## config.mk

```make
export PLATFORM = sky130hd
export DESIGN_NAME = idu_decode_stage
export DESIGN_NICKNAME = d
export VERILOG_FILES = /design/src/rtl/idu_decode_stage.sv
export SDC_FILE = /design/constraint.sdc
export NUM_CORES = 1
export LEC_CHECK = 0
export CORE_MARGIN = 2
export CORE_UTILIZATION = 52
export DETAILED_ROUTE_END_ITERATION = 10
export MAX_ROUTING_LAYER = met4
export PLACE_DENSITY = 0.91
export REMOVE_ABC_BUFFERS = 1
export SETUP_SLACK_MARGIN = 0.1
export SYNTH_ARGS = -nofsm -noshare
export SYNTH_HDL_FRONTEND = slang
export SYNTH_SLANG_ARGS = --single-unit
export TNS_END_PERCENT = 1
```

## constraint.sdc

```tcl
create_clock -name clock -period 2.8 [get_ports clock]
set_input_delay 0.7 -clock clock [delete_from_list [all_inputs] [get_ports clock]]
set_output_delay 0.7 -clock clock [all_outputs]
set_load 0.02 [all_outputs]
```

## src/rtl/idu_decode_stage.sv

```systemverilog
// Decode stage: buffers fetch bundles in a small FIFO, decodes RV32I fields at enqueue, flushes on mispredict.
// Optional macro IDU_ILLEGAL_CHECK_EN enables illegal-instruction detection.
module idu_decode_stage #(
  parameter int unsigned DEPTH = 2,
  parameter int unsigned XLEN  = 32
) (
  input  logic            clock,
  input  logic            reset,
  input  logic            flush,
  input  logic            id_in_valid,
  output logic            id_in_ready,
  input  logic [63:0]     id_in_bits,
  input  logic            id_out_ready,
  output logic            id_out_valid,
  output logic [XLEN-1:0] id_out_pc,
  output logic [31:0]     id_out_inst,
  output logic [4:0]      id_out_rs1,
  output logic [4:0]      id_out_rs2,
  output logic [4:0]      id_out_rd,
  output logic [XLEN-1:0] id_out_imm,
  output logic [3:0]      id_out_class,
  output logic            id_out_wen,
  output logic            id_out_illegal
);

  localparam int unsigned PTR_W = (DEPTH > 1) ? $clog2(DEPTH) : 1;
  localparam int unsigned CNT_W = $clog2(DEPTH + 1);

  localparam logic [3:0] CLS_LUI    = 4'd0;
  localparam logic [3:0] CLS_AUIPC  = 4'd1;
  localparam logic [3:0] CLS_JAL    = 4'd2;
  localparam logic [3:0] CLS_JALR   = 4'd3;
  localparam logic [3:0] CLS_BRANCH = 4'd4;
  localparam logic [3:0] CLS_LOAD   = 4'd5;
  localparam logic [3:0] CLS_STORE  = 4'd6;
  localparam logic [3:0] CLS_OPIMM  = 4'd7;
  localparam logic [3:0] CLS_OP     = 4'd8;
  localparam logic [3:0] CLS_SYSTEM = 4'd9;
  localparam logic [3:0] CLS_MISC   = 4'd10;
  localparam logic [3:0] CLS_UNK    = 4'd15;

  typedef struct packed {
    logic [XLEN-1:0] pc;
    logic [31:0]     inst;
    logic [XLEN-1:0] imm;
    logic [3:0]      cls;
    logic            wen;
    logic            illegal;
  } entry_t;

  entry_t             mem [DEPTH];
  logic [PTR_W-1:0]   rd_ptr;
  logic [PTR_W-1:0]   wr_ptr;
  logic [CNT_W-1:0]   count;

  logic [31:0]        in_inst;
  logic [3:0]         dec_cls;
  logic [31:0]        imm32;
  logic               dec_wen;
  logic               dec_illegal;
  entry_t             dec;
  entry_t             head;
  logic               enq;
  logic               deq;

  assign in_inst = id_in_bits[31:0];

  // Field decode of the incoming instruction, done once at enqueue
  always_comb begin
    dec_cls     = CLS_UNK;
    imm32       = '0;
    dec_illegal = 1'b0;
    case (in_inst[6:0])
      7'b0110111: begin dec_cls = CLS_LUI;    imm32 = {in_inst[31:12], 12'b0}; end
      7'b0010111: begin dec_cls = CLS_AUIPC;  imm32 = {in_inst[31:12], 12'b0}; end
      7'b1101111: begin
        dec_cls = CLS_JAL;
        imm32   = {{12{in_inst[31]}}, in_inst[19:12], in_inst[20], in_inst[30:21], 1'b0};
      end
      7'b1100111: begin dec_cls = CLS_JALR;   imm32 = {{20{in_inst[31]}}, in_inst[31:20]}; end
      7'b1100011: begin
        dec_cls = CLS_BRANCH;
        imm32   = {{20{in_inst[31]}}, in_inst[7], in_inst[30:25], in_inst[11:8], 1'b0};
      end
      7'b0000011: begin dec_cls = CLS_LOAD;   imm32 = {{20{in_inst[31]}}, in_inst[31:20]}; end
      7'b0100011: begin dec_cls = CLS_STORE;  imm32 = {{20{in_inst[31]}}, in_inst[31:25], in_inst[11:7]}; end
      7'b0010011: begin dec_cls = CLS_OPIMM;  imm32 = {{20{in_inst[31]}}, in_inst[31:20]}; end
      7'b0110011: dec_cls = CLS_OP;
      7'b1110011: begin dec_cls = CLS_SYSTEM; imm32 = {{20{in_inst[31]}}, in_inst[31:20]}; end
      7'b0001111: dec_cls = CLS_MISC;
      default: ;
    endcase
`ifdef IDU_ILLEGAL_CHECK_EN
    dec_illegal = (in_inst[1:0] != 2'b11) || (dec_cls == CLS_UNK) ||
                  ((dec_cls == CLS_OP) && !(in_inst[31:25] inside {7'h00, 7'h20, 7'h01}));
    if (dec_illegal) begin
      dec_cls = CLS_UNK;
      imm32   = '0;
    end
`endif
    dec_wen = (in_inst[11:7] != 5'd0) &&
              ((dec_cls inside {CLS_LUI, CLS_AUIPC, CLS_JAL, CLS_JALR, CLS_LOAD, CLS_OPIMM, CLS_OP}) ||
               ((dec_cls == CLS_SYSTEM) && (in_inst[14:12] != 3'd0)));
  end

  always_comb begin
    dec.pc      = XLEN'(id_in_bits[63:32]);
    dec.inst    = in_inst;
    dec.imm     = XLEN'($signed(imm32));
    dec.cls     = dec_cls;
    dec.wen     = dec_wen;
    dec.illegal = dec_illegal;
  end

  // Handshake is driven only by registered occupancy and flush
  assign id_in_ready  = ~reset & ~flush & (count < CNT_W'(DEPTH));
  assign id_out_valid = (count != '0) & ~flush;
  assign enq          = id_in_valid & id_in_ready;
  assign deq          = id_out_valid & id_out_ready;

  always_ff @(posedge clock) begin
    if (reset) begin
      count  <= '0;
      rd_ptr <= '0;
      wr_ptr <= '0;
      mem    <= '{default: '0};
    end else if (flush) begin
      count  <= '0;
      rd_ptr <= '0;
      wr_ptr <= '0;
    end else begin
      if (enq) begin
        mem[wr_ptr] <= dec;
        wr_ptr      <= PTR_W'(wr_ptr + 1'b1);
      end
      if (deq) begin
        rd_ptr <= PTR_W'(rd_ptr + 1'b1);
      end
      case ({enq, deq})
        2'b10:   count <= CNT_W'(count + 1'b1);
        2'b01:   count <= CNT_W'(count - 1'b1);
        default: count <= count;
      endcase
    end
  end

  assign head           = mem[rd_ptr];
  assign id_out_pc      = head.pc;
  assign id_out_inst    = head.inst;
  assign id_out_rs1     = head.inst[19:15];
  assign id_out_rs2     = head.inst[24:20];
  assign id_out_rd      = head.inst[11:7];
  assign id_out_imm     = head.imm;
  assign id_out_class   = head.cls;
  assign id_out_wen     = head.wen;
  assign id_out_illegal = head.illegal;

endmodule

```

# Yosys cells after proc, flatten, opt, wreduce, memory -nomap -nowiden
# Index checks and enable logic that the tools add are counted.
[totals]
rom_bits = 0
reg_bits = 208
mem_bits_rw = 0
latch_bits = 0
mem_count = 0
output_inout_bits = 119
[op_classes]
shift = 0
div = 0
order_cmp = 4
multipliers = 0
muxes = 9
eq_ne = 20
n_reduce_logical = 14
bitwise = 9
n_addsub = 4
[op_table]
columns = ["cell", "n"]
rows = [
  ["two-way mux 102 bit", 4],
  ["bitwise mux 204 bit", 1],
  ["one-hot mux 32 bit (5 select lines)", 1],
  ["demux 102 bit (select 1 bit)", 1],
  ["one-hot mux 4 bit (11 select lines)", 1],
  ["== test 7 bit (second input constant)", 4],
  ["== test 7 x 6 -> 1 bit (second input constant)", 3],
  ["== test 7 x 5 -> 1 bit (second input constant)", 2],
  ["== test 4 x 2 -> 1 bit (second input constant)", 2],
  ["== test 4 x 3 -> 1 bit (second input constant)", 2],
  ["== test 4 bit (second input constant)", 2],
  ["== test 7 x 2 -> 1 bit (second input constant)", 1],
  ["== test 7 x 4 -> 1 bit (second input constant)", 1],
  ["nonzero test 7 bit", 1],
  ["bitwise AND 1 bit", 5],
  ["nonzero test 5 bit", 1],
  ["== test 4 x 1 -> 1 bit (second input constant)", 1],
  [">= comparator 2 bit (second input constant)", 2],
  ["zero test 4 bit", 1],
  ["NOT 1 -> 2 bit", 2],
  ["one-hot mux 2 bit (2 select lines)", 1],
  ["nonzero test 2 bit", 2],
  ["OR reduction 2 bit", 2],
  ["OR reduction 4 bit", 1],
  ["other kinds (12)", 16],
]

# Longest topological paths before layout
# Gate-level depths: netlist (run 1).
[logic_depth]
depth_word = 7
depth_mapped = 8
ltp_nobuf = 6

# Worst setup path after synthesis (run 1)
# No wires, ideal clock.
[synth_path]
kind = "reg-to-output"
startpoint = "register rd_ptr"
endpoint = "output port id_out_inst[31]"
required_time_ps = 2100
n_path_buf = 3
arrival_ps = 1518
setup_slack_ps = 582
stages_incl_launch_ff = 5
cell_sequence = "dfxtp_1 > clkbuf_1 > clkbuf_1 > buf_2 > mux2_2"
[synth_via]
elab_chain_cells = 4
[synth_rtl]
columns = ["element", "line", "source"]
rows = [
  ["start, declared", "52", "logic [PTR_W-1:0] rd_ptr;"],
  ["start signal, assigned", "137", "rd_ptr <= PTR_W'(rd_ptr + 1'b1);"],
  ["NOT 1 -> 2 bit (implied by the code)", "147", "assign head = mem[rd_ptr];"],
  ["two-way mux 102 bit (implied by the code) (3 in series)", "147", ""],
  ["end, declared", "16", "output logic [31:0] id_out_inst,"],
]
# Every way passes these cells. The select of a mux whose other input is x is not followed.

# Final worst setup path (run 1)
[layout_path]
startpoint = "register rd_ptr"
endpoint = "output port id_out_inst[7]"
# Same word-level chain as after synthesis.

==> summary.md, run 1 <==
| Metric | Value |
|---|---|
| Fin util | 68.2% |
| Final WL | 25.0 mm |
| M3 GR Usage | 4.44% |
| Io pins | 188 |
| Layout cells sized above 1 | 15.9% |
| Largest area contributor in the synthesized netlist | dfxtp_1 |
| DIE WIDTH | 137 µm |
| Met2 global-route usage | 45.8% |
| CTS sink count | 206 |
| Clk pin slew, worst setup/hold paths | 0.06 ns |
| Total CTS buffers | 22 |
| EDFF count, synth | 0 |
| Register area | 4130 µm² |
| Power per standard cell area | 565 nW/µm² |
| CTS tree | done |
| Clock Latency Late Sink | 0.50 ns |
| Fill cell count | 1394 |
| Worst Clk Skew | 0.0205 ns |
| Initial antenna violation count | 0 |
| Grt total ovfl | 0 |
| Met1 usage in global routing | 31.7% |
| GR peak layer | met2 |
| Vias | 8287 |
| H-tree Lvls | 1 |
| Mean area per synthesized cell | 8.41 µm² |
| Final ANT Viol Nets | 0 |
| Clock tree buffer depth | 3 |
| Cell chain of the critical path | buf_12 -> mux2_2 -> dlygate4sd2_1 |
| Worst-path fanout max | 32 |
| Worst EP arrival | 1.95 ns |
| Post-CTS Hold Fix Bufs | 0 |
| DRT Pass-1 Iters | 5 |
| Final hold slack | 0.450 ns |
| Die area | 18700 µm² |
| Synth-to-Final Area Change | 28.6% |
| Yosys warnings | 0 |
| Clk root buf | clkbuf_16 |
| Peak VDD IR | 389 µV |
| Reg2reg setup slack | 1.00 ns |
| ANT cells | 0 |
| # DRC | 0 |
| Async SR Flop Fraction | 0% |
| Slowest-stage cell, CP | dfxtp_4 |
| Initial DRC count | 502 |
| Worst-margin pin slew | 0.946 ns |
| Worst setup path class | reg -> out |
| Core Rows | 48 |
| Hold Crit Class | reg -> reg |
| Fin. Hold Viols | 0 |
| Starting density of the core | 53.0% |
| DP HPWL | 15.5 mm |
| Top-area cell type share of the netlist area | 45.0% |
| Fin nets | 1301 |
| Leak pwr | 4.63 nW |
| Mean routed wirelength per cell | 17.0 µm |
| Synth area leaders | dfxtp_1 (45%), nand2_1 (12%), mux2_2 (12%) |
| Place WS | -0.0590 ns |
| Post-route minimum period | 2.65 ns |
| CP Launch Type | flop |
| RePlAce Congestion | 0.854 |
| Tot GR Track Use | 26.4% |
| Setup_tns | 0 ns |
| Core Region | 17300 µm² |
| Ys flop type | dfxtp_1 |
| Vias per inst | 5.63 |
| First-pass GRT wire length | 39.3 mm |
| Largest net degree at the start of global routing | 205 |
| Mapped Cells | 1090 |
| Chip height | 137 µm |
| Sequential share of the synthesized area | 45.0% |
| Fin. max-slew vios | 0 |
| Area of the multi-input gates | 4490 µm² |
| Critical Path Max Stage Delay | 0.49 ns |
| Cell with the most instances after synthesis | nand2_1 |
| Synth Register Bits | 206 |
| Final worst slack | 0.149 ns |
| Synth Cell Area | 9170 µm² |
| Setup violators final | 0 |
| Fin crit share | 94.7% |
| MaxCap Viol Count | 0 |
| RSZ-0062 raised after global routing | no |
| Synth top cells by count | nand2_1 (288), dfxtp_1 (206), a21oi_1 (139), mux2_2 (95), nor2_1 (67) |
| PortBufs | 186 |
| Slew HR | 36.9% |
| Final Cell Area | 11800 µm² |
| Outcome | complete, no violations |
| Data required, critical path | 2.10 ns |
| Vias in the first global route | 8138 |
| Max Clk Rate | 377 MHz |
| Crit path capture type | output port |
| Post-synth cell types | 55 |
| Post-DP Area | 11200 µm² |
==> worst paths after layout <==
path,to,startpoint,depth (start not counted)
worst max-delay path,id_out_inst[7],rd_ptr$_SDFFE_PP0P_,3
worst min-delay path,mem[70]$_SDFFE_PP0P_,mem[70]$_SDFFE_PP0P_,2
worst max register to register,count[1]$_SDFFE_PP0P_,count[1]$_SDFFE_PP0P_,5
worst min register to register,mem[70]$_SDFFE_PP0P_,mem[70]$_SDFFE_PP0P_,2
==> power breakdown <==
| group | internal (mW) | switching (mW) |
|---|---|---|
| logic | 0.284 | 0.375 |
| clock network | 1.80 | 1.17 |
| registers | 3.00 | 0.0338 |
| total | 5.08 | 1.58 |
==> cells by family (layout without fill, tap and decap cells) <==
group / count (synthesis) / after routing / synth area share (%)
simple gates: 425 / 425 / 20.1
fa+ha+maj: 1 / 1 / 0.136
buf+inv: 116 / 273 / 6.15
xor+xnor: 6 / 6 / 0.573
flops: 206 / 206 / 45.0
other cells: 1 / 1 / 0.0409
compound gates: 240 / 240 / 16.4
mux: 95 / 95 / 11.7
==> flip-flops by register name (all words and copies together), names as in the netlist <==
name / flops
mem: 202
wr_ptr: 1
count: 2
rd_ptr: 1
==> through the flow <==
step / total power, mW / std cells
after detailed placement: 3.78 / 1430
after CTS: 6.71 / 1472
after global routing: 6.87 / 1472
final: 6.66 / 1472
after global placement: 3.77 / 1430
after floorplan: 3.39 / 987
==> worst max-delay path: cells and delay by family (launching register included) <==
family,cells,cell delay [ns]
buffers and inverters,2,0.57
flip-flops,1,0.49
multiplexers,1,0.38
==> area by class of cell <==
class,count,area share (%)
multi-input cells,768,38.1
flip-flops and latches,206,35.0
repair buffers,220,17.7
clock buffers,33,5.89
well taps,225,2.39
clock inverters,7,0.509
inverters,13,0.414
==> metal layers <==
layer	up-vias	share of wire, %
met5	-	0
met4	0	2.2
met3	62	7.5
met2	339	50
met1	3902	41
li1	3984	-
==> cell usage in the layout, fill, tap and decap left out, drive strengths merged, types with 3 or more instances in the layout <==
master           n
inv             13
clkinv           6
a21oi          141
nor2            69
nor3            18
nand4b           3
and3             3
and2             3
o21ai           16
a211oi          54
dlygate4sd2    115
mux2            95
xnor2            5
nand2          288
o211ai           6
dfxtp          206
nand2b           3
clkbuf          33
o31ai            3
clkdlybuf4s50   69
buf             35
o32ai            9
nand3b          16
or3b             6
==> timing repair <==
action                                  in CTS  in global routing
endpoints found under the setup margin     118                  1
resized for setup                          116                  1
pin swaps                                    0                  0
cloned                                       0                  0
setup buffers                                2                  0
Note: power is estimated with default switching activity, not from simulation.
==> inputs of run 2 (changes only) <==
--- a/config.mk
+++ b/config.mk
@@ -5,11 +5,13 @@
 export SDC_FILE = /design/constraint.sdc
 export NUM_CORES = 1
 export LEC_CHECK = 0
+export CELL_PAD_IN_SITES_DETAIL_PLACEMENT = 0
+export CELL_PAD_IN_SITES_GLOBAL_PLACEMENT = 2
 export CORE_MARGIN = 2
-export CORE_UTILIZATION = 52
+export CORE_UTILIZATION = 30
 export DETAILED_ROUTE_END_ITERATION = 10
 export MAX_ROUTING_LAYER = met4
-export PLACE_DENSITY = 0.91
+export PLACE_DENSITY = 0.89
 export REMOVE_ABC_BUFFERS = 1
 export SETUP_SLACK_MARGIN = 0.1
 export SYNTH_ARGS = -nofsm -noshare
==> summary.md, run 2 (synthesis results as in run 1) <==
| Metric | Value |
|---|---|
| Most common cell after layout, fill and taps aside | nand2_1 |
| Peak VDD IR | 370 µV |
| Final WL | 26.9 mm |
| H-tree Lvls | 1 |
| Biggest regs | mem x202, count x2 |
| Clock tree buffer depth | 3 |
| CP delay by family, top | buffers and inverters |
| MaxCap Viol Count | 0 |
| Io pins | 188 |
| Grt total ovfl | 0 |
| Place WS | -0.0322 ns |
| Slew HR | 40.5% |
| Worst EP arrival | 1.90 ns |
| Post-DP Area | 11600 µm² |
| DP HPWL | 17.7 mm |
| Mean routed wirelength per cell | 16.1 µm |
| Post-route minimum period | 2.60 ns |
| Leak pwr | 4.91 nW |
| Post-CTS setup buffer count | 0 |
| CTS sink count | 206 |
| Layout cells sized above 1 | 17.5% |
| Max reg flops | 202 |
| Fin crit share | 93.0% |
| Fin util | 40.7% |
| Crit path capture type | output port |
| Slowest-stage cell, CP | clkdlybuf4s50_1 |
| Core Rows | 64 |
| Worst r2r src | count[1]$_SDFFE_PP0P_ |
| Largest net degree at the start of global routing | 82 |
| Clk pin slew, worst setup/hold paths | 0.06 ns |
| Tot GR Track Use | 17.1% |
| Setup_tns | 0 ns |
| Worst-path fanout max | 26 |
| Post-CTS Hold Fix Bufs | 0 |
| Core Region | 30300 µm² |
| Cell chain of the critical path | buf_12 -> nand2_1 -> o21ai_0 -> clkdlybuf4s50_1 |
| Buffers & Inverters on Critical Path | 2 |
| Fin nets | 1322 |
| DRT Pass-1 Iters | 5 |
| Most frequent cells in the layout | nand2_1 (286), dfxtp_1 (205), a21oi_1 (138) |
| Final Cell Area | 12400 µm² |
| Hold Crit Class | reg -> reg |
| DIE WIDTH | 179 µm |
| Starting density of the core | 30.2% |
| PortBufs | 186 |
| CTS tree | done |
| Synth-to-Final Area Change | 34.7% |
| Vias | 8033 |
| RePlAce Congestion | 0.774 |
| Worst setup path class | reg -> out |
| Initial DRC count | 526 |
| Critical Path Max Stage Delay | 0.63 ns |
| Final worst slack | 0.196 ns |
| Reg2reg setup slack | 0.99 ns |
| Vias per inst | 4.82 |
| CP Capture Point | id_out_imm[5] |
| Final ANT Viol Nets | 0 |
| Clock Latency Late Sink | 0.51 ns |
| First-pass GRT wire length | 42.5 mm |
| Fin. Hold Viols | 0 |
| Worst-margin pin slew | 0.893 ns |
| Die area | 32000 µm² |
| RSZ-0062 raised after global routing | no |
| # DRC | 0 |
| Max Clk Rate | 384 MHz |
| Power per standard cell area | 569 nW/µm² |
| Reg-to-reg critical path endpoint | count[1]$_SDFFE_PP0P_ |
| Vias in the first global route | 7831 |
| CP Launch Type | flop |
| Data required, critical path | 2.10 ns |
| Worst Clk Skew | 0.00957 ns |
| Largest Register | mem |
| Outcome | complete, no violations |
| Initial antenna violation count | 3 |
| Chip height | 179 µm |
| Worst Reg2Reg Path Length in Cells | 5 |
| Fin. max-slew vios | 0 |
| Setup violators final | 0 |
| Total CTS buffers | 24 |
| Critical Path Start | rd_ptr$_SDFFE_PP0P_ |
| Clk root buf | clkbuf_16 |
| Crit path depth | 4 |
run 2: changes by cell type in the layout (fill, tap and decap cells not counted), sizes merged:
cell / before / now
buf: 35 / 54
bufinv: 1 / 3
clkbuf: 33 / 34
diode: 0 / 3
dlygate4sd2: 115 / 107
dlymetal6s2s: 1 / 9
run 2: per-stage QoR:
step	total power, mW	instances	hold slack (ns)
after detailed placement	3.82	1622	0.444
after CTS	7.13	1665	0.452
after floorplan	3.39	987	0.427
final	7.02	1668	0.451
after global placement	3.82	1622	0.438
after global routing	7.30	1668	0.467
run 2: layer usage:
layer  wire length [µm]  share of wire, %  global-route usage [%]
met4                732               2.7                    4.81
met3               1350               5.0                    3.01
met2              12400                46                    27.2
met5                  0                 0                       -
met1              12400                46                    22.1
run 2: worst min-delay path, delay by kind of cell (launching register included):
kind | cells | cell delay, ns
simple gates | 1 | 0.05
compound gates | 1 | 0.05
flops | 1 | 0.30
run 2: power breakdown:
| group | internal, mW | total, mW | switching [mW] |
|---|---|---|---|
| clock network | 2.08 | 3.32 | 1.24 |
| registers | 3.00 | 3.03 | 0.0310 |
| logic | 0.299 | 0.681 | 0.382 |
| total | 5.37 | 7.02 | 1.65 |
run 2: cell type report:
class	instances	area [µm²]
repair buffers	239	2320
diodes	3	7.51
clock inverters	9	120
clock buffers	34	729
inverters	13	48.8
well taps	396	495
multi-input cells	768	4500
fillers	3095	18000
flip-flops and latches	206	4130
run 2: how the worst min path moves through the flow:
stage                                startpoint                     to  slack [ns]  cells past startpoint
after global placement     mem[91]$_SDFFE_PP0P_   mem[91]$_SDFFE_PP0P_        0.44                      2
after floorplan           mem[100]$_SDFFE_PP0P_  mem[100]$_SDFFE_PP0P_        0.43                      2
final                     mem[182]$_SDFFE_PP0P_  mem[182]$_SDFFE_PP0P_        0.45                      2
after CTS                 mem[158]$_SDFFE_PP0P_  mem[158]$_SDFFE_PP0P_        0.45                      2
after global routing      mem[145]$_SDFFE_PP0P_  mem[145]$_SDFFE_PP0P_        0.47                      2
after detailed placement  mem[158]$_SDFFE_PP0P_  mem[158]$_SDFFE_PP0P_        0.44                      2
run 2: what timing repair did:
action / in CTS / in global routing
hold endpoints to repair: 0 / 0
resized for setup: 110 / 9
setup endpoints to repair: 116 / 9
gates cloned: 0 / 0
==> inputs of run 3 (changes only) <==
--- a/config.mk
+++ b/config.mk
@@ -10,7 +10,6 @@
 export CORE_MARGIN = 2
 export CORE_UTILIZATION = 30
 export DETAILED_ROUTE_END_ITERATION = 10
-export MAX_ROUTING_LAYER = met4
 export PLACE_DENSITY = 0.89
 export REMOVE_ABC_BUFFERS = 1
 export SETUP_SLACK_MARGIN = 0.1
==> summary.md, run 3 (synthesis results as in run 1) <==
| Metric | Value |
|---|---|
| Core Rows | 64 |
| Outcome | complete, no violations |
| PortBufs | 186 |
| Synth-to-Final Area Change | 34.6% |
| Most common cell after layout, fill and taps aside | nand2_1 |
| DRT Pass-1 Iters | 5 |
| Fin util | 40.7% |
| Biggest regs | mem x202, count x2 |
| Die area | 32000 µm² |
| Max reg flops | 202 |
| Post-route minimum period | 2.60 ns |
| Largest Register | mem |
| Fin. Hold Viols | 0 |
| Worst EP arrival | 1.90 ns |
| Vias | 8007 |
| Clk root buf | clkbuf_16 |
| Max Clk Rate | 384 MHz |
| # DRC | 0 |
| Io pins | 188 |
| Tot GR Track Use | 16.6% |
| Leak pwr | 4.91 nW |
| P_int | 5.37 mW |
| Final ANT Viol Nets | 0 |
| Clk pin slew, worst setup/hold paths | 0.06 ns |
| Post-CTS Hold Fix Bufs | 0 |
| CTS tree | done |
| Post-CTS setup buffer count | 0 |
| Clock tree buffer depth | 3 |
| RePlAce Congestion | 0.764 |
| Vias in the first global route | 7829 |
| Slew HR | 41.0% |
| Psw | 1.65 mW |
| Worst-margin pin slew | 0.884 ns |
| Starting density of the core | 30.2% |
| Final WL | 26.9 mm |
| CP Launch Type | flop |
| Worst-path fanout max | 26 |
| Place WS | -0.0322 ns |
| Final worst slack | 0.196 ns |
| Peak VDD IR | 370 µV |
| Power per standard cell area | 569 nW/µm² |
| Chip height | 179 µm |
| Worst Clk Skew | 0.0116 ns |
| Crit path capture type | output port |
| Fin crit share | 93.0% |
| Worst setup path class | reg -> out |
| Setup violators final | 0 |
| Data required, critical path | 2.10 ns |
| Layout cells sized above 1 | 17.5% |
| ANT cells | 0 |
| Largest net degree at the start of global routing | 82 |
| First-pass GRT wire length | 42.5 mm |
| Grt total ovfl | 0 |
| Total CTS buffers | 24 |
| Clock Latency Late Sink | 0.51 ns |
| RSZ-0062 raised after global routing | no |
| Mean routed wirelength per cell | 16.1 µm |
| Fin. max-slew vios | 0 |
| Core Region | 30300 µm² |
| CTS sink count | 206 |
| Sequential Power Share | 43.1% |
| DP HPWL | 17.7 mm |
| Fin nets | 1322 |
| Combinational share of power | 9.7% |
| MaxCap Viol Count | 0 |
| DIE WIDTH | 179 µm |
| Clk pwr share | 47.2% |
| H-tree Lvls | 1 |
| Sw Share | 23.4% |
| Initial antenna violation count | 3 |
| Hold Crit Class | reg -> reg |
| Vias per inst | 4.81 |
| Initial DRC count | 547 |
| Most frequent cells in the layout | nand2_1 (286), dfxtp_1 (205), a21oi_1 (138) |
run 3: cell count changes in the layout (fill, tap and decap cells not counted), sizes merged:
cell   delta
diode     -3
run 3: stage by stage:
stage          total power, mW  hold slack (ns)  setup TNS (ns)  instances  cell area [µm²]
6_report                  7.02            0.451               0       1665            12300
5_1_grt                   7.30            0.466               0       1665            12300
4_1_cts                   7.13            0.452               0       1665            12300
3_5_place_dp              3.82            0.444         -0.0322       1622            11600
3_3_place_gp              3.82            0.438         -0.0321       1622            11600
2_1_floorplan             3.39            0.427         -121.12        987             8660
run 3: power groups by stage:
stage / logic [mW] / registers (mW) / clock network (mW)
after floorplan: 0.301 / 3.09 / 0
after global placement: 0.727 / 3.09 / 0
after detailed placement: 0.728 / 3.09 / 0
after CTS: 0.691 / 3.03 / 3.41
after global routing: 0.742 / 3.03 / 3.52
final: 0.681 / 3.03 / 3.31
run 3: final cells by class:
| class | count | area, µm² |
|---|---|---|
| clock inverter | 9 | 120 |
| clock buffer | 34 | 729 |
| tap | 396 | 495 |
| sequential | 206 | 4130 |
| timing repair buffer | 239 | 2320 |
| inverter | 13 | 48.8 |
| fill | 3096 | 18000 |
| multi-input combinational | 768 | 4500 |
run 3: worst max-delay path, cell delays in order (launching register included):
cell and delay, ns:
dfxtp_4 0.41, buf_12 0.19, nand2_1 0.06, o21ai_0 0.08
clkdlybuf4s50_1 0.63
run 3: worst paths after layout:
path	from	to	slack (ns)	cells past startpoint
min reg2reg	mem[198]$_SDFFE_PP0P_	mem[198]$_SDFFE_PP0P_	0.45	2
max reg2reg	count[1]$_SDFFE_PP0P_	mem[101]$_SDFFE_PP0P_	0.99	7
max	rd_ptr$_SDFFE_PP0P_	id_out_imm[5]	0.20	4
min	mem[198]$_SDFFE_PP0P_	mem[198]$_SDFFE_PP0P_	0.45	2
run 3: what timing repair did:
| action | CTS | global route |
|---|---|---|
| gates resized for setup | 110 | 9 |
| pin swaps | 0 | 0 |
| endpoints found under the hold margin | 0 | 0 |
| setup endpoints to repair | 116 | 9 |
| gates cloned | 0 | 0 |
run 3: layer usage:
layer	up-vias	GRT usage, %	share of wire, %
li1	4037	-	-
met1	3744	22.0	46
met2	172	27.2	46
met3	50	3.24	5.1
met4	4	4.81	2.7
met5	-	0	0.10
==> RTL edit 1 (settings of run 3) <==
Set the parameter `DEPTH` to 4 (it was 2).
--- a/src/rtl/idu_decode_stage.sv
+++ b/src/rtl/idu_decode_stage.sv
@@ -1,7 +1,7 @@
 // Decode stage: buffers fetch bundles in a small FIFO, decodes RV32I fields at enqueue, flushes on mispredict.
 // Optional macro IDU_ILLEGAL_CHECK_EN enables illegal-instruction detection.
 module idu_decode_stage #(
-  parameter int unsigned DEPTH = 2,
+  parameter int unsigned DEPTH = 4,
   parameter int unsigned XLEN  = 32
 ) (
   input  logic            clock,
Behaviour: not the same (a bounded check fails within 4 cycles, from zero or initial values and one cycle with reset high).
==> RTL edit 1 against run 3 <==
- total power is 89% higher
- routed wire length grew 110%
- worst hold slack worse by 1.2 ps
- synthesized area up 90%
- count of clock-buffer cells in the layout grew 41
- global-route usage rose by 2.1 points
- sequential cell count is 205 higher
- the run now ends with setup timing left
- synthesized cell count up 78%
- setup slack worse by 220 ps
- critical path type unchanged
- first-iteration DRC count increased by 110%
- highest routed layer unchanged
- critical path depth increased by 1
- design area increased by 83%
==> RTL edit 1: results (changes against run 3) <==
outcome:
  status: "complete, but fails checks"
  violations: "setup timing"
pwr:
  ir_worst_vdd_mv: 0.449  # +21%
  p_leak_nw: 7.45  # +52%
cts:
  h-tree-depth: 2  # +1
  clock_latency_ps: 590  # +80 ps
  cts_buffers: 49  # +100%
worst_setup_path:
  r2r_slack_ps: 580  # -410 ps
  r2r_cells: 8  # +1
  r2r_start: "count[2]"
  critical_path.max_fanout: 8  # -69%
  crit_arrival_ps: 2130  # +230 ps
  r2r_end: "count[2]"
timing:
  hold_slack_ps: 450  # -1.16 ps
  finalSetupViolations: 9  # +9
  layout_setup_ws_ps: -27.3  # -223 ps
  worstMarginPinSlew_ps: 907  # +22.4 ps
global_routing:
  grt_max_degree: 191  # +130%
  grt_pass1_wl_um: 87500  # +110%
  antenna_found_initial: 2  # -1
  grt_util_met2_pct: 30.6  # +3.4 points
placed_design:
  placed_area_um2: 20500  # +76%
detailed_routing:
  drt-initial-drc-count: 1153  # +110%
  route.vias.total: 14900  # +86%
hold_path:
  min-delay-start: "mem[64]"
final_layout:
  fill_cells: 5654  # +83%
  reg_top3: "mem (404), count (3)"
  nNetsFinal: 2162  # +64%
  drive_gt1_share_pct: 20.0  # +2.5 points
synth:
  ys_top_cells_by_area: "dfxtp_1 47%, mux4_2 13%, nand2_1 12%"
  seq_area_frac_synth_pct: 47.1  # +2.2 points
  yosysUniqueCellTypes: 57  # +3.6%
[RTL edit 1: cell count changes after synthesis, sizes merged, moves of 47 or more]
cell / change
a311oi: +68
nand2: +284
mux4: +101
nor2: +65
buf: +47
dfxtp: +205
mux2: -95
a21oi: +150
clkbuf: +49
[RTL edit 1: power by group]
part	switching, mW	internal, mW
Combinational	0.526	0.365
Sequential	0.0343	5.92
Clock	2.58	3.82
Total	3.14	10.1
[RTL edit 1: per-stage QoR]
step	setup TNS, ps	utilization (%)	power, mW	cells	setup slack, ps
4_1_cts	-1130	38.6	13.4	2887	-65.1
3_3_place_gp	-1670	35.5	6.96	2774	-142
6_report	-115	39.2	13.2	2890	-27.3
3_5_place_dp	-5560	35.5	6.97	2774	-143
2_1_floorplan	-627350	-	6.41	1746	-2620
5_1_grt	-1380	39.2	13.7	2890	-80.9
[RTL edit 1: metal layers]
| layer | part of all wire [%] | vias to the layer above |
|---|---|---|
| met4 | 2.0 | 4 |
| met3 | 6.6 | 80 |
| met5 | 0.041 | - |
| met2 | 47 | 437 |
| li1 | - | 7067 |
| met1 | 44 | 7317 |
[RTL edit 1: worst max path at each step]
stage	from	endpoint	slack, ps	cells past startpoint
finish	rd_ptr[1]	id_out_inst[27]	-30	5
global route	rd_ptr[1]	id_out_inst[27]	-80	5
CTS	rd_ptr[1]	id_out_imm[24]	-70	5
detailed placement	flush	mem[224]	-140	7
global placement	flush	count[2]	-140	9
floorplan	rd_ptr[1]	id_out_inst[10]	-2620	1
[RTL edit 1: area by class of cell]
type,count,area share [%]
Multi-Input combinational cell,1327,36.9
Timing Repair Buffer,290,15.0
Sequential cell,411,36.5
Clock buffer,75,6.55
Clock inverter,14,0.638
Inverter,8,0.133
Tap cell,765,4.24
[RTL edit 1: logic make-up after synthesis]
kind of cell	after synthesis	synth area share, %
multiplexers	101	13.0
XOR/XNOR	7	0.351
buffers and inverters	207	5.53
adder cells (fa/ha/maj)	6	0.473
flip-flops	411	47.1
other	1	0.0215
AND/OR/NAND/NOR	751	17.2
AO/OA/AOI/OAI	461	16.3
[RTL edit 1: critical path, stage by stage (launching register included)]
cell     delay, ps
dfxtp_4        380
buf_12         180
buf_12         140
buf_16         150
mux4_2         530
buf_6          150
[RTL edit 1: repair_timing]
action                     4_1_cts  5_1_grt
resized for setup              566       82
setup endpoints to repair      118      107
buffers inserted                15        2
hold buffers                     0        0
cloned                           9        1
==> RTL edit 2 (flow settings as in run 3) <==
Without the edit above. Make the reset (`reset`) asynchronous in one clocked block.
--- a/src/rtl/idu_decode_stage.sv
+++ b/src/rtl/idu_decode_stage.sv
@@ -118,7 +118,7 @@
   assign enq          = id_in_valid & id_in_ready;
   assign deq          = id_out_valid & id_out_ready;
 
-  always_ff @(posedge clock) begin
+  always_ff @(posedge clock or posedge reset) begin
     if (reset) begin
       count  <= '0;
       rd_ptr <= '0;
Check against the original RTL: differs if reset is asserted again (counterexample within 4 cycles, from zero or initial values and one cycle with reset high); with reset held inactive, the same outputs for 4 cycles.
==> RTL edit 2 against run 3 <==
- synthesized area grew 4.8%
- utilization grew 0.32 points
- global-route usage shrank 0.060 points
- sequential cell count is the same
- setup slack lost 120 ps
- count of clock-buffer cells in the layout grew 4
- routed wire length grew 1.9%
- critical path depth is the same
- design area grew 4.8%
Power is not compared: it rests on default switching activity, and its combinational part moved more than twofold at a synthesized area within 25%.
==> RTL edit 2: results (changes against run 3) <==
final_layout:
  drive_gt1_share_pct: 20.0  # +2.5 points
  finalNonFillerCells: 1625  # -2.4%
  antenna_cells: 0  # unchanged
  nNetsFinal: 1276  # -3.5%
  fill_cells: 3138  # +1.4%
pwr:
  p_int_mw: 6.53
placed_design:
  placed_area_um2: 12200  # +4.9%
  place_congestion: 0.809  # +5.8%
  dp_slack_ps: -81.0  # -48.7 ps
  hpwl_um: 18300  # +3.3%
  io_buffers: 186  # unchanged
worst_setup_path:
  worstSetupEndpoint: "id_out_inst[17]"
  r2r_slack_ps: 970  # -20 ps
  r2r_cells: 6  # -1
  crit_arrival_ps: 2030  # +130 ps
  r2r_end: "mem[123]"
  crit_start: "rd_ptr"
  r2r_start: "count[1]"
  critical_path.max_fanout: 21  # -19%
cts:
  cts.path.max_buffers: 3  # unchanged
  h-tree-depth: 1  # unchanged
  clock_latency_ps: 520
  cts_buffers: 25  # +4.2%
  cts_setup_buffers: 5  # +5
  post_cts_resized: 201  # +83%
  path_clk_slew_ps: 60  # about the same
timing:
  worstMarginPinSlew_ps: 801  # -83.2 ps
  layout_setup_ws_ps: 71.4  # -125 ps
  hold_viol_final: 0  # unchanged
  hold_slack_ps: 466  # +15.0 ps
  skew_ps: 23.0  # +11.4 ps
detailed_routing:
  drt_first_pass_iters: 4  # -1
  route.vias.total: 7608  # -5.0%
  wl_per_cell_um: 16.8  # +4.4%
  drt-initial-drc-count: 439  # -20%
global_routing:
  gr-total-overflow: 0  # unchanged
  antenna_found_initial: 0  # -3
  grt_max_degree: 71  # -13%
  grt_use_total_pct: 16.5  # -0.060 points
  grt_pass1_vias: 7885  # +0.72%
  grt_pass1_wl_um: 44200  # +4.1%
synth:
  seq_area_frac_synth_pct: 53.6  # +8.7 points
  yosysUniqueCellTypes: 54  # -1.8%
  ys_top_cells_by_area: "dfrtp_1 54%, nand2_1 16%, mux2_2 13%"
  async_flop_share_pct: 100  # +100 points
  synth.top_cells.by_count: "408 x nand2_1, 206 x dfrtp_1, 107 x mux2_2"
  avgSynthCellArea_um2: 9.44  # +12%
hold_path:
  worstHoldEndpoint: "mem[63]"
  whs_path_depth: 2  # unchanged
  min-delay-start: "mem[63]"
outcome:
  status: "finished, final reports clean"
-- RTL edit 2: changes by cell type after synthesis, moves of 10 or more --
cell / run 3 / this run
mux2_2: 95 / 107
nand3b_1: 16 / 1
o31ai_1: 2 / 12
buf_2: 25 / 41
nor3_1: 18 / 2
dfxtp_1: 206 / 0
dfrtp_1: 0 / 206
a211oi_1: 44 / 1
a22o_1: 0 / 12
a21oi_1: 139 / 49
clkbuf_1: 51 / 22
a211oi_2: 10 / 0
nand2_1: 288 / 408
-- RTL edit 2: critical path, cell delays in order, from the launching register on --
cell and delay, ps:
dfrtp_4 450, buf_12 150, buf_16 180, mux2_2 380, dlygate4sd2_1 330
-- RTL edit 2: logic make-up after synthesis --
family	synth area share [%]
buf+inv	4.44
mux	13.4
other cells	0.0390
xor+xnor	0.182
compound gates	7.25
simple gates	21.1
flops	53.6
-- RTL edit 2: cell type report --
| type | count | area (µm²) | area share, % |
|---|---|---|---|
| clock buffer | 38 | 754 | 5.83 |
| clock inverter | 5 | 25.0 | 0.193 |
| inverter | 3 | 18.8 | 0.145 |
| multi-input combinational | 728 | 4060 | 31.4 |
| sequential | 206 | 5160 | 39.9 |
| tap | 402 | 503 | 3.89 |
| timing repair buffer | 243 | 2420 | 18.7 |
-- RTL edit 2: routing by layer --
layer	GRT usage, %	vias to the layer above	share of wire [%]
li1	-	3714	-
met1	22.8	3663	46
met4	3.55	0	2.0
met5	0	-	0
met3	3.59	33	6.3
met2	26.6	198	45
-- RTL edit 2: power groups by stage --
stage	combinational, mW	clock, mW	sequential [mW]
5_1_grt	2.65	3.28	4.03
4_1_cts	2.43	3.17	3.94
3_3_place_gp	2.58	0	3.97
3_5_place_dp	2.60	0	4.00
2_1_floorplan	1.50	0	3.92
6_report	2.40	3.05	3.94
